$ cat src/rtl/fft_ctrl_r4.sv
// Radix-4 DIF FFT address/sequence controller: per-stage butterfly read indices and twiddle
// exponents, a delayed write-side copy, and a digit-reversed unload.
module fft_ctrl_r4 #(
  parameter int unsigned LOG4_N   = 5,
  parameter int unsigned PIPE_LAT = 5,
  localparam int unsigned W  = 2 * LOG4_N,
  localparam int unsigned C  = W - 2,
  localparam int unsigned SW = 3
) (
  input  logic          iCLK,
  input  logic          iRESET,
  input  logic          iSTART,
  input  logic          iINVERSE,
  input  logic          iABORT,
  input  logic          iOUT_READY,
  output logic          oRDY,
  output logic [SW-1:0] oSTAGE,
  output logic          oRD_VALID,
  output logic [W-1:0]  oRD_IDX0,
  output logic [W-1:0]  oRD_IDX1,
  output logic [W-1:0]  oRD_IDX2,
  output logic [W-1:0]  oRD_IDX3,
  output logic          oRD_BANK,
  output logic [C-1:0]  oADDR_COEF,
  output logic          oCONJ,
  output logic          oWR_VALID,
  output logic [W-1:0]  oWR_IDX0,
  output logic [W-1:0]  oWR_IDX1,
  output logic [W-1:0]  oWR_IDX2,
  output logic [W-1:0]  oWR_IDX3,
  output logic          oWR_BANK,
  output logic          oOUT_VALID,
  output logic [W-1:0]  oOUT_IDX,
  output logic          oDONE
);

  typedef enum logic [1:0] {StIdle, StRun, StDrain, StUnload} state_e;

  localparam logic [C-1:0]  TLast = '1;
  localparam logic [W-1:0]  ULast = '1;
  localparam logic [SW-1:0] SLast = SW'(LOG4_N - 1);
  localparam logic [3:0]    DLast = 4'(PIPE_LAT - 1);

  state_e              state_q;
  logic                rdy_q, conj_q, done_q;
  logic [SW-1:0]       stage_q, stage_nxt;
  logic [C-1:0]        t_q, t_nxt;
  logic [3:0]          d_q;
  logic [W-1:0]        u_q, u_nxt;
  logic                rd_valid_q, rd_bank_q;
  logic [3:0][W-1:0]   rd_idx_q;
  logic [C-1:0]        coef_q;
  logic                out_valid_q;
  logic [W-1:0]        out_idx_q;

  logic [SW-1:0]       ld_s;
  logic [C-1:0]        ld_t;
  logic [3:0][W-1:0]   ld_idx;
  logic [C-1:0]        ld_coef;

  logic                wr_valid_p [PIPE_LAT];
  logic                wr_bank_p  [PIPE_LAT];
  logic [3:0][W-1:0]   wr_idx_p   [PIPE_LAT];

  // Point index of leg k: g*4Q + k*Q + o with Q = 4^(LOG4_N-1-s)
  function automatic logic [W-1:0] dif_idx(input logic [SW-1:0] s, input logic [C-1:0] t,
                                           input int k);
    int unsigned sh;
    logic [W-1:0] tw, lo_mask;
    sh      = 2 * (LOG4_N - 1 - 32'(s));
    tw      = W'(t);
    lo_mask = (W'(1) << sh) - W'(1);
    return ((tw >> sh) << (sh + 2)) | (W'(k) << sh) | (tw & lo_mask);
  endfunction

  // Twiddle exponent o*4^s; at s=0 the mask wraps to all ones (o = t)
  function automatic logic [C-1:0] coef_of(input logic [SW-1:0] s, input logic [C-1:0] t);
    int unsigned sh;
    logic [C-1:0] lo_mask;
    sh      = 2 * (LOG4_N - 1 - 32'(s));
    lo_mask = (C'(1) << sh) - C'(1);
    return (t & lo_mask) << (2 * 32'(s));
  endfunction

  function automatic logic [W-1:0] digit_rev(input logic [W-1:0] u);
    logic [W-1:0] r;
    r = '0;
    for (int i = 0; i < int'(LOG4_N); i++) begin
      r[2*i +: 2] = u[2*(int'(LOG4_N)-1-i) +: 2];
    end
    return r;
  endfunction

  // Next butterfly to launch: first of a stage (idle/drain) or next t within the stage
  always_comb begin
    t_nxt     = t_q + C'(1);
    stage_nxt = stage_q + SW'(1);
    u_nxt     = u_q + W'(1);
    ld_s      = '0;
    ld_t      = '0;
    if (state_q == StRun) begin
      ld_s = stage_q;
      ld_t = t_nxt;
    end else if (state_q == StDrain) begin
      ld_s = stage_nxt;
    end
    for (int k = 0; k < 4; k++) begin
      ld_idx[k] = dif_idx(ld_s, ld_t, k);
    end
    ld_coef = coef_of(ld_s, ld_t);
  end

  // Sequencing FSM with registered outputs
  always_ff @(posedge iCLK) begin
    if (iRESET) begin
      state_q     <= StIdle;
      rdy_q       <= 1'b1;
      conj_q      <= 1'b0;
      done_q      <= 1'b0;
      stage_q     <= '0;
      t_q         <= '0;
      d_q         <= '0;
      u_q         <= '0;
      rd_valid_q  <= 1'b0;
      rd_bank_q   <= 1'b0;
      rd_idx_q    <= '0;
      coef_q      <= '0;
      out_valid_q <= 1'b0;
      out_idx_q   <= '0;
    end else if (iABORT) begin
      state_q     <= StIdle;
      rdy_q       <= 1'b1;
      conj_q      <= 1'b0;
      done_q      <= 1'b0;
      rd_valid_q  <= 1'b0;
      out_valid_q <= 1'b0;
    end else begin
      case (state_q)
        StIdle: begin
          done_q <= 1'b0;
          if (iSTART) begin
            state_q    <= StRun;
            rdy_q      <= 1'b0;
            conj_q     <= iINVERSE;
            stage_q    <= '0;
            t_q        <= '0;
            rd_valid_q <= 1'b1;
            rd_bank_q  <= ld_s[0];
            rd_idx_q   <= ld_idx;
            coef_q     <= ld_coef;
          end
        end
        StRun: begin
          if (t_q == TLast) begin
            state_q    <= StDrain;
            rd_valid_q <= 1'b0;
            d_q        <= '0;
          end else begin
            t_q      <= t_nxt;
            rd_idx_q <= ld_idx;
            coef_q   <= ld_coef;
          end
        end
        StDrain: begin
          // Wait out PIPE_LAT cycles so the stage's last write has been issued
          if (d_q == DLast) begin
            if (stage_q == SLast) begin
              // Final results sit in bank LOG4_N mod 2
              state_q     <= StUnload;
              u_q         <= '0;
              out_idx_q   <= '0;
              out_valid_q <= 1'b1;
            end else begin
              state_q    <= StRun;
              stage_q    <= stage_nxt;
              t_q        <= '0;
              rd_valid_q <= 1'b1;
              rd_bank_q  <= ld_s[0];
              rd_idx_q   <= ld_idx;
              coef_q     <= ld_coef;
            end
          end else begin
            d_q <= d_q + 4'd1;
          end
        end
        StUnload: begin
          if (done_q) begin
            state_q <= StIdle;
            rdy_q   <= 1'b1;
            conj_q  <= 1'b0;
            done_q  <= 1'b0;
          end else if (out_valid_q && iOUT_READY) begin
            if (u_q == ULast) begin
              out_valid_q <= 1'b0;
              done_q      <= 1'b1;
            end else begin
              u_q       <= u_nxt;
              out_idx_q <= digit_rev(u_nxt);
            end
          end
        end
        default: state_q <= StIdle;
      endcase
    end
  end

  // Write-side shift pipeline; bank flips because results land in the other buffer
  always_ff @(posedge iCLK) begin
    if (iRESET || iABORT) begin
      for (int i = 0; i < int'(PIPE_LAT); i++) begin
        wr_valid_p[i] <= 1'b0;
        wr_bank_p[i]  <= 1'b0;
        wr_idx_p[i]   <= '0;
      end
    end else begin
      wr_valid_p[0] <= rd_valid_q;
      wr_bank_p[0]  <= ~rd_bank_q;
      wr_idx_p[0]   <= rd_idx_q;
      for (int i = 1; i < int'(PIPE_LAT); i++) begin
        wr_valid_p[i] <= wr_valid_p[i-1];
        wr_bank_p[i]  <= wr_bank_p[i-1];
        wr_idx_p[i]   <= wr_idx_p[i-1];
      end
    end
  end

  assign oRDY       = rdy_q;
  assign oSTAGE     = stage_q;
  assign oRD_VALID  = rd_valid_q;
  assign oRD_IDX0   = rd_idx_q[0];
  assign oRD_IDX1   = rd_idx_q[1];
  assign oRD_IDX2   = rd_idx_q[2];
  assign oRD_IDX3   = rd_idx_q[3];
  assign oRD_BANK   = rd_bank_q;
  assign oADDR_COEF = coef_q;
  assign oCONJ      = conj_q;
  assign oWR_VALID  = wr_valid_p[PIPE_LAT-1];
  assign oWR_BANK   = wr_bank_p[PIPE_LAT-1];
  assign oWR_IDX0   = wr_idx_p[PIPE_LAT-1][0];
  assign oWR_IDX1   = wr_idx_p[PIPE_LAT-1][1];
  assign oWR_IDX2   = wr_idx_p[PIPE_LAT-1][2];
  assign oWR_IDX3   = wr_idx_p[PIPE_LAT-1][3];
  assign oOUT_VALID = out_valid_q;
  assign oOUT_IDX   = out_idx_q;
  assign oDONE      = done_q;

endmodule

$ cat config.mk
export PLATFORM = sky130hd
export DESIGN_NAME = fft_ctrl_r4
export DESIGN_NICKNAME = d
export VERILOG_FILES = /design/src/rtl/fft_ctrl_r4.sv
export SDC_FILE = /design/constraint.sdc
export NUM_CORES = 1
export LEC_CHECK = 0
export CORE_UTILIZATION = 45
export DETAILED_ROUTE_END_ITERATION = 8
export PLACE_DENSITY = 0.65
export SKIP_LAST_GASP = 1
export SLEW_MARGIN = 40
export SYNTH_ARGS = -nofsm -noshare
export SYNTH_HDL_FRONTEND = slang
export SYNTH_SLANG_ARGS = --single-unit
export TNS_END_PERCENT = 1
$ cat constraint.sdc
create_clock -name iCLK -period 6.3 [get_ports iCLK]
set_input_delay 1.26 -clock iCLK [delete_from_list [all_inputs] [get_ports iCLK]]
set_output_delay 1.26 -clock iCLK [all_outputs]
set_load 0.02 [all_outputs]
# Yosys cells after proc, flatten, opt, wreduce, memory -nomap -nowiden
# Memory sizes are Yosys's and may differ from the RTL's.
# Index checks and enable logic that the tools add are counted.
# classes
n_addsub	8
eq_ne	19
n_shift	8
n_mux	84
bitwise	27
n_reduce_logical	17
# op_table
cell	count
$mux 40	9
$pmux 40 s3	1
$mux 10	8
$or 10x10->10	8
$mux 8	9
$shl 1x32->10 const A	2
$shl 2x32->10 const A	2
$pmux 8 s3	2
$pmux 10 s2	2
$add 32x2->32 const B	1
$mux 1	32
$shl 1x32->8 const A	1
$shl 10x32->10	1
$shr 8x32->10	1
$ne 2x2->1 const B	9
$mux 3	5
$or 1x1->1	15
$reduce_and 6->1	2
$add 10x1->10 const B	1
$and 8x10->10	1
$eq 10x10->1 const B	1
$mux 2	5
$pmux 1 s2	5
$reduce_and 5->1	2
29 further kinds	38
# totals
reg_bits	91
ram_bits	210
word_cells	183
mem_count	3
# mem_list
memory	words	word_bits	read_ports	rd_ports_with_merged_regs	wr	line_no	rtl
wr_idx_p	5	40	5	0	5	63	logic [3:0][W-1:0] wr_idx_p [PIPE_LAT];
wr_bank_p	5	1	5	0	5	62	logic wr_bank_p [PIPE_LAT];
wr_valid_p	5	1	5	0	5	61	logic wr_valid_p [PIPE_LAT];

# Depth between registers and ports, before layout
# depth
ltp_word	11
mapped_depth	21

# Least setup slack after synthesis
# No wires, ideal clock.
# synth_path
path_kind	reg2reg
from	register stage_q[0] (netlist: oSTAGE[0])
to	register rd_idx_q (netlist bit oRD_IDX2[7])
arrival_time_ps	4064
required_time_ps	6235
slack_ps	2171
path_stages_with_launch	19
path_buffers	3
cell_sequence	dfxtp_1 -> buf_2 -> inv_1 -> ha_1 -> a31o_2 -> inv_1 -> ha_1 -> clkbuf_1 -> nand2_1 -> or3_1 -> ha_1 -> nand2_1 -> or4_1 -> clkbuf_1 -> nor2_1 -> or4b_1 -> o31ai_1 -> nor3_1 -> nor2_1
# synth_via
elab_chain_len	11
# synth_rtl
element	line_no	rtl
from (decl)	46	logic [SW-1:0] stage_q, stage_nxt;
from (signal assigned)	175	stage_q <= stage_nxt;
$add 3x1->3	97	stage_nxt = stage_q + SW'(1);
$mux 3	104	end else if (state_q == StDrain) begin
$mux 3	101	if (state_q == StRun) begin
$sub 3x3->4	70	sh = 2 * (LOG4_N - 1 - 32'(s));
$add 32x2->32, or another cell as far along	73	return ((tw >> sh) << (sh + 2)) | (W'(k) << sh) | (tw & lo_mask);
$shl 10x32->10 / $sub 10x2->10 (equally long branches)	73, 72	
$or 10x10->10 / $and 8x10->10 (equally long branches)	73	
$or 10x10->10	73	
$mux 40	167	if (stage_q == SLast) begin
$mux 40	166	if (d_q == DLast) begin
$pmux 40 s3	138	case (state_q)
to (signal assigned)	149	rd_idx_q <= ld_idx;
to (signal assigned)	160	rd_idx_q <= ld_idx;
to (signal assigned)	179	rd_idx_q <= ld_idx;
to (decl)	51	logic [3:0][W-1:0] rd_idx_q;
# Parallel ways exist; a longest one is shown, timed or not. The select of a mux whose other input is x is not followed.
# A chain may end at the register's enable or synchronous reset.

# Worst setup path in the final report
# layout_path
from	register state_q[0]
to	register rd_idx_q (netlist bit oRD_IDX1[4])
# layout_via
elab_chain_len	11
# layout_rtl
element	line_no	rtl
from (decl)	44	state_e state_q;
from (signal assigned)	116	state_q <= StIdle;
from (signal assigned)	131	state_q <= StIdle;
from (signal assigned)	142	state_q <= StRun;
$eq 2x2->1	104, 138	
$mux 3	104	
$mux 3	101	
$sub 3x3->4	70	
$add 32x2->32, or another cell as far along	73	
$shl 10x32->10 / $sub 10x2->10 (equally long branches)	73, 72	
$or 10x10->10 / $and 8x10->10 (equally long branches)	73	
$or 10x10->10	73	
$mux 40	167	
$mux 40	166	
$pmux 40 s3	138	
# Parallel ways exist; a longest one is shown, timed or not. The select of a mux whose other input is x is not followed.

==> key figures <==
Layout
  • Ant diodes: 0
  • Ratio of cells with drive above 1 in the final layout: 7.60%
  • P&R area growth vs syn: 20.1%
  • Final nets: 839

Setup path
  • Path depth of the worst reg2reg path: 16
  • Critical Path Most Common Cell: ha_1
  • Critical Path Max Stage Delay: 0.67 ns
  • Crit-path max FO: 22
  • Crit-path cells: inv_1 > ha_1 > nand2b_1 > o21a_1 > ha_1 > nand2_1 > o21bai_1 > o211a_1 > nand2_1 > ha_1 > or4_1 > nor2_1 > nand2b_1 > o41ai_2 > a211oi_1 > nor2_1
  • Worst path slowest cell: or4_1
  • R2R Path End: oRD_IDX1[4]
  • CP endpoint kind: flop
  • Worst EP required: 6.66 ns
  • Crit Path Class: reg2reg
  • Worst EP arrival: 5.04 ns
  • Setup crit end: oRD_IDX1[4]
  • CP startpoint kind: flop
  • Crit path from: state_q[0]
  • Worst R2R Start: state_q[0]
  • R2R Setup Slk: 1.62 ns

Placement
  • Final GP Congestion: 0.893
  • Post-DP HPWL: 12.1 mm
  • Pre-CTS worst setup slack: 1.70 ns
  • Port bufs: 114

GRT
  • Initial antenna violation count: 0
  • GRT Residual Overflow: 0
  • GRT Total Usage: 21.1%
  • Largest net degree at the start of global routing: 69
  • Vias in the first global route: 4966
  • First-pass GRT wire length: 26.3 mm

STA
  • Worst Skew: 0.0110 ns
  • Final setup violation count: 0
  • Relative slew slack: 46.7%
  • Final Max Slew Viols: 0
  • Final Hold Vio Count: 0
  • RSZ-0062 raised after global routing: no
  • Post-route clock period utilization: 74.3%
  • F_max: 214 MHz
  • Slew at the pin closest to its max-slew limit: 0.792 ns
  • Final WS setup: 1.62 ns
  • Min Tclk post-route: 4.68 ns
  • Post-Route Setup TNS: 0 ns

Synthesis
  • Library cells used by synthesis: 71
  • Synth Instances: 775
  • Post-synthesis compound-gate area fraction: 14.0%
  • Syn nets: 798
  • Largest family of logic cells by synthesized area: simple AND/OR/NAND/NOR gates
  • Adder-cell share of the synthesized area: 2.98%
  • Seq/Total Area, Yosys: 48.0%
  • Syn Area/Cell: 9.20 um2
  • Synth warnings: 0
  • Top cell type's share of synthesized area: 48.0%
  • Post-synth EDFFs: 0
  • Post-Synthesis Cell Area: 7130 um2
  • #FFs+latches synth: 171
  • Synth Area in Simple Gates: 23.3%
  • Area leader, netlist: dfxtp_1
  • Post-synthesis mux area share: 0.439%
  • Top cells by area, synth: dfxtp_1 48%, and2_1 9.8%, buf_4 6.4%, nor2_1 3.2%, ha_1 3.0%
  • Ys async rst share: 0%
  • Synth Area in XOR/XNOR: 1.72%
  • Most used DFF post-synth: dfxtp_1

Routing
  • Routed Antenna Nets: 0
  • Vias: 5377
  • Pre-Repair DR Iteration Count: 5
  • Via density: 5.17
  • Number of DRC markers in iteration 0: 359
  • Drt wl/cell: 16.1 um
  • DRC viols: 0
  • Post-Route WL: 16.8 mm

Clock tree
  • Post-CTS Resized: 0
  • Number of H-tree levels: 4
  • Post-CTS Setup Bufs: 0
  • Hold_buf cts: 0
  • Total CTS buffers: 17
  • Max clock buf depth: 2
  • Clock root cell: clkbuf_16
  • CTS clk-pin slew, worst paths: 0.07 ns
  • Clk Latency, worst-skew pair: 0.43 ns
  • CTS tree: built
  • CTS Sinks: 171

Pwr
  • Pwr dens: 263 nW/um2
  • Leak: 3.21 nW
  • VDD IR max: 0.168 mV

Die
  • Core area: 15300 um2
  • Initial Util: 46.6%
  • Die Ht: 128 um
  • Die W: 128 um
  • Site Rows: 45
  • Io pins: 115
  • Die area: 16400 um2

Status
  • Status: completed

Min path
  • Worst hold path class: reg2reg

Job
  • Max Cap Viol: 0
-- area by class of cell --
class | count | area (um2)
fillers | 1413 | 6750
flip-flops and latches | 171 | 3420
multi-input cells | 488 | 3050
repair buffers | 122 | 1200
clock buffers | 17 | 425
well taps | 211 | 264
clock inverters | 15 | 150
inverters | 16 | 60.1
-- sequential cells by signal, indices dropped and copies added (netlist names) --
signal,flops
state_q,2
oCONJ,1
oOUT_IDX,1
oRD_VALID,1
d_q,4
t_q,8
oRDY,1
oRD_IDX1,5
oRD_IDX0,10
wr_valid_p,5
u_q,9
wr_idx_p,100
oDONE,1
oRD_IDX2,5
oRD_BANK,1
oADDR_COEF,8
oSTAGE,3
wr_bank_p,5
oOUT_VALID,1
-- worst min-delay path by stage --
stage | start | to | slack, ns | cells after the start
6_report | wr_idx_p[0][30] | wr_idx_p[0][70] | 0.42 | 1
5_1_grt | wr_idx_p[0][62] | wr_idx_p[0][102] | 0.43 | 1
4_1_cts | wr_idx_p[0][30] | wr_idx_p[0][70] | 0.42 | 1
2_1_floorplan | wr_bank_p[0][0] | wr_bank_p[0][1] | 0.41 | 1
3_5_place_dp | wr_idx_p[0][74] | wr_idx_p[0][114] | 0.41 | 1
3_3_place_gp | wr_idx_p[0][79] | wr_idx_p[0][119] | 0.41 | 1
-- placed cells by master (no fill, tap or decap), drive strengths merged, types with 3 or more instances in the layout --
cell,count
a32oi,3
clkinv,8
o211ai,4
and3,4
buf,8
a211oi,6
xnor2,4
nand3b,3
and2,112
dfxtp,171
xor2,10
o31ai,5
o21a,8
inv,23
clkdlybuf4s50,114
a31oi,10
nor4,6
nand2b,12
a311oi,3
nor2b,3
or2,3
nand4,9
nor2,61
a21oi,40
nor3,12
a21o,4
clkbuf,17
nand3,20
a22oi,5
or3,6
ha,17
nand2,45
o21ai,40
-- synthesized netlist by cell type, types with 4 or more instances --
cell,count
xor2_1,10
o31ai_1,4
nand4_1,8
nor2_1,60
dfxtp_1,171
ha_1,17
nand2b_1,12
buf_2,8
nand3_1,19
nor4_1,5
a21oi_1,38
and2_1,112
a211oi_1,5
a22oi_1,5
o21a_1,8
o21ai_1,4
buf_4,61
inv_1,16
nor3_1,11
clkbuf_1,30
o21ai_0,35
and3_1,4
xnor2_1,4
or3_1,6
a31oi_1,10
nand2_1,45
a21o_1,4
-- report_power, final --
part	switching (mW)	leakage [nW]	total (mW)	internal, mW
combinational	0.0939	1.55	0.153	0.0592
clock	0.463	0.284	0.989	0.526
sequential	0.0151	1.38	1.11	1.10
total	0.572	3.21	2.25	1.68
-- routing by layer --
layer	vias up	global-route usage, %	routed length [um]
met3	24	4.17	607
met2	159	36.1	8220
met1	2531	26.1	7640
li1	2663	-	-
met5	-	0	0
met4	0	8.03	326
-- kinds of logic after synthesis --
| logic type | count (synthesis) |
|---|---|
| mux | 3 |
| compound gates | 150 |
| buf+inv | 116 |
| simple gates | 304 |
| flops | 171 |
| xor+xnor | 14 |
| fa+ha+maj | 17 |
-- worst max-delay path: cells and delay by family, from the launching register on --
family          cells  cell delay (ns)
simple gates        7             1.51
compound gates      5             1.45
fa+ha+maj           3             1.19
flops               1             0.34
buf+inv             1             0.11
-- per-stage QoR --
stage	area [um2]	power (mW)	hold WS, ns	std cells	util [%]
2_1_floorplan	7130	1.23	0.406	775	-
5_1_grt	8570	2.35	0.428	1040	56.0
4_1_cts	8560	2.29	0.421	1040	55.9
3_3_place_gp	7980	1.29	0.407	1008	52.1
6_report	8570	2.25	0.420	1040	56.0
3_5_place_dp	7990	1.29	0.410	1008	52.2
Note: power is estimated with default switching activity, not from simulation.
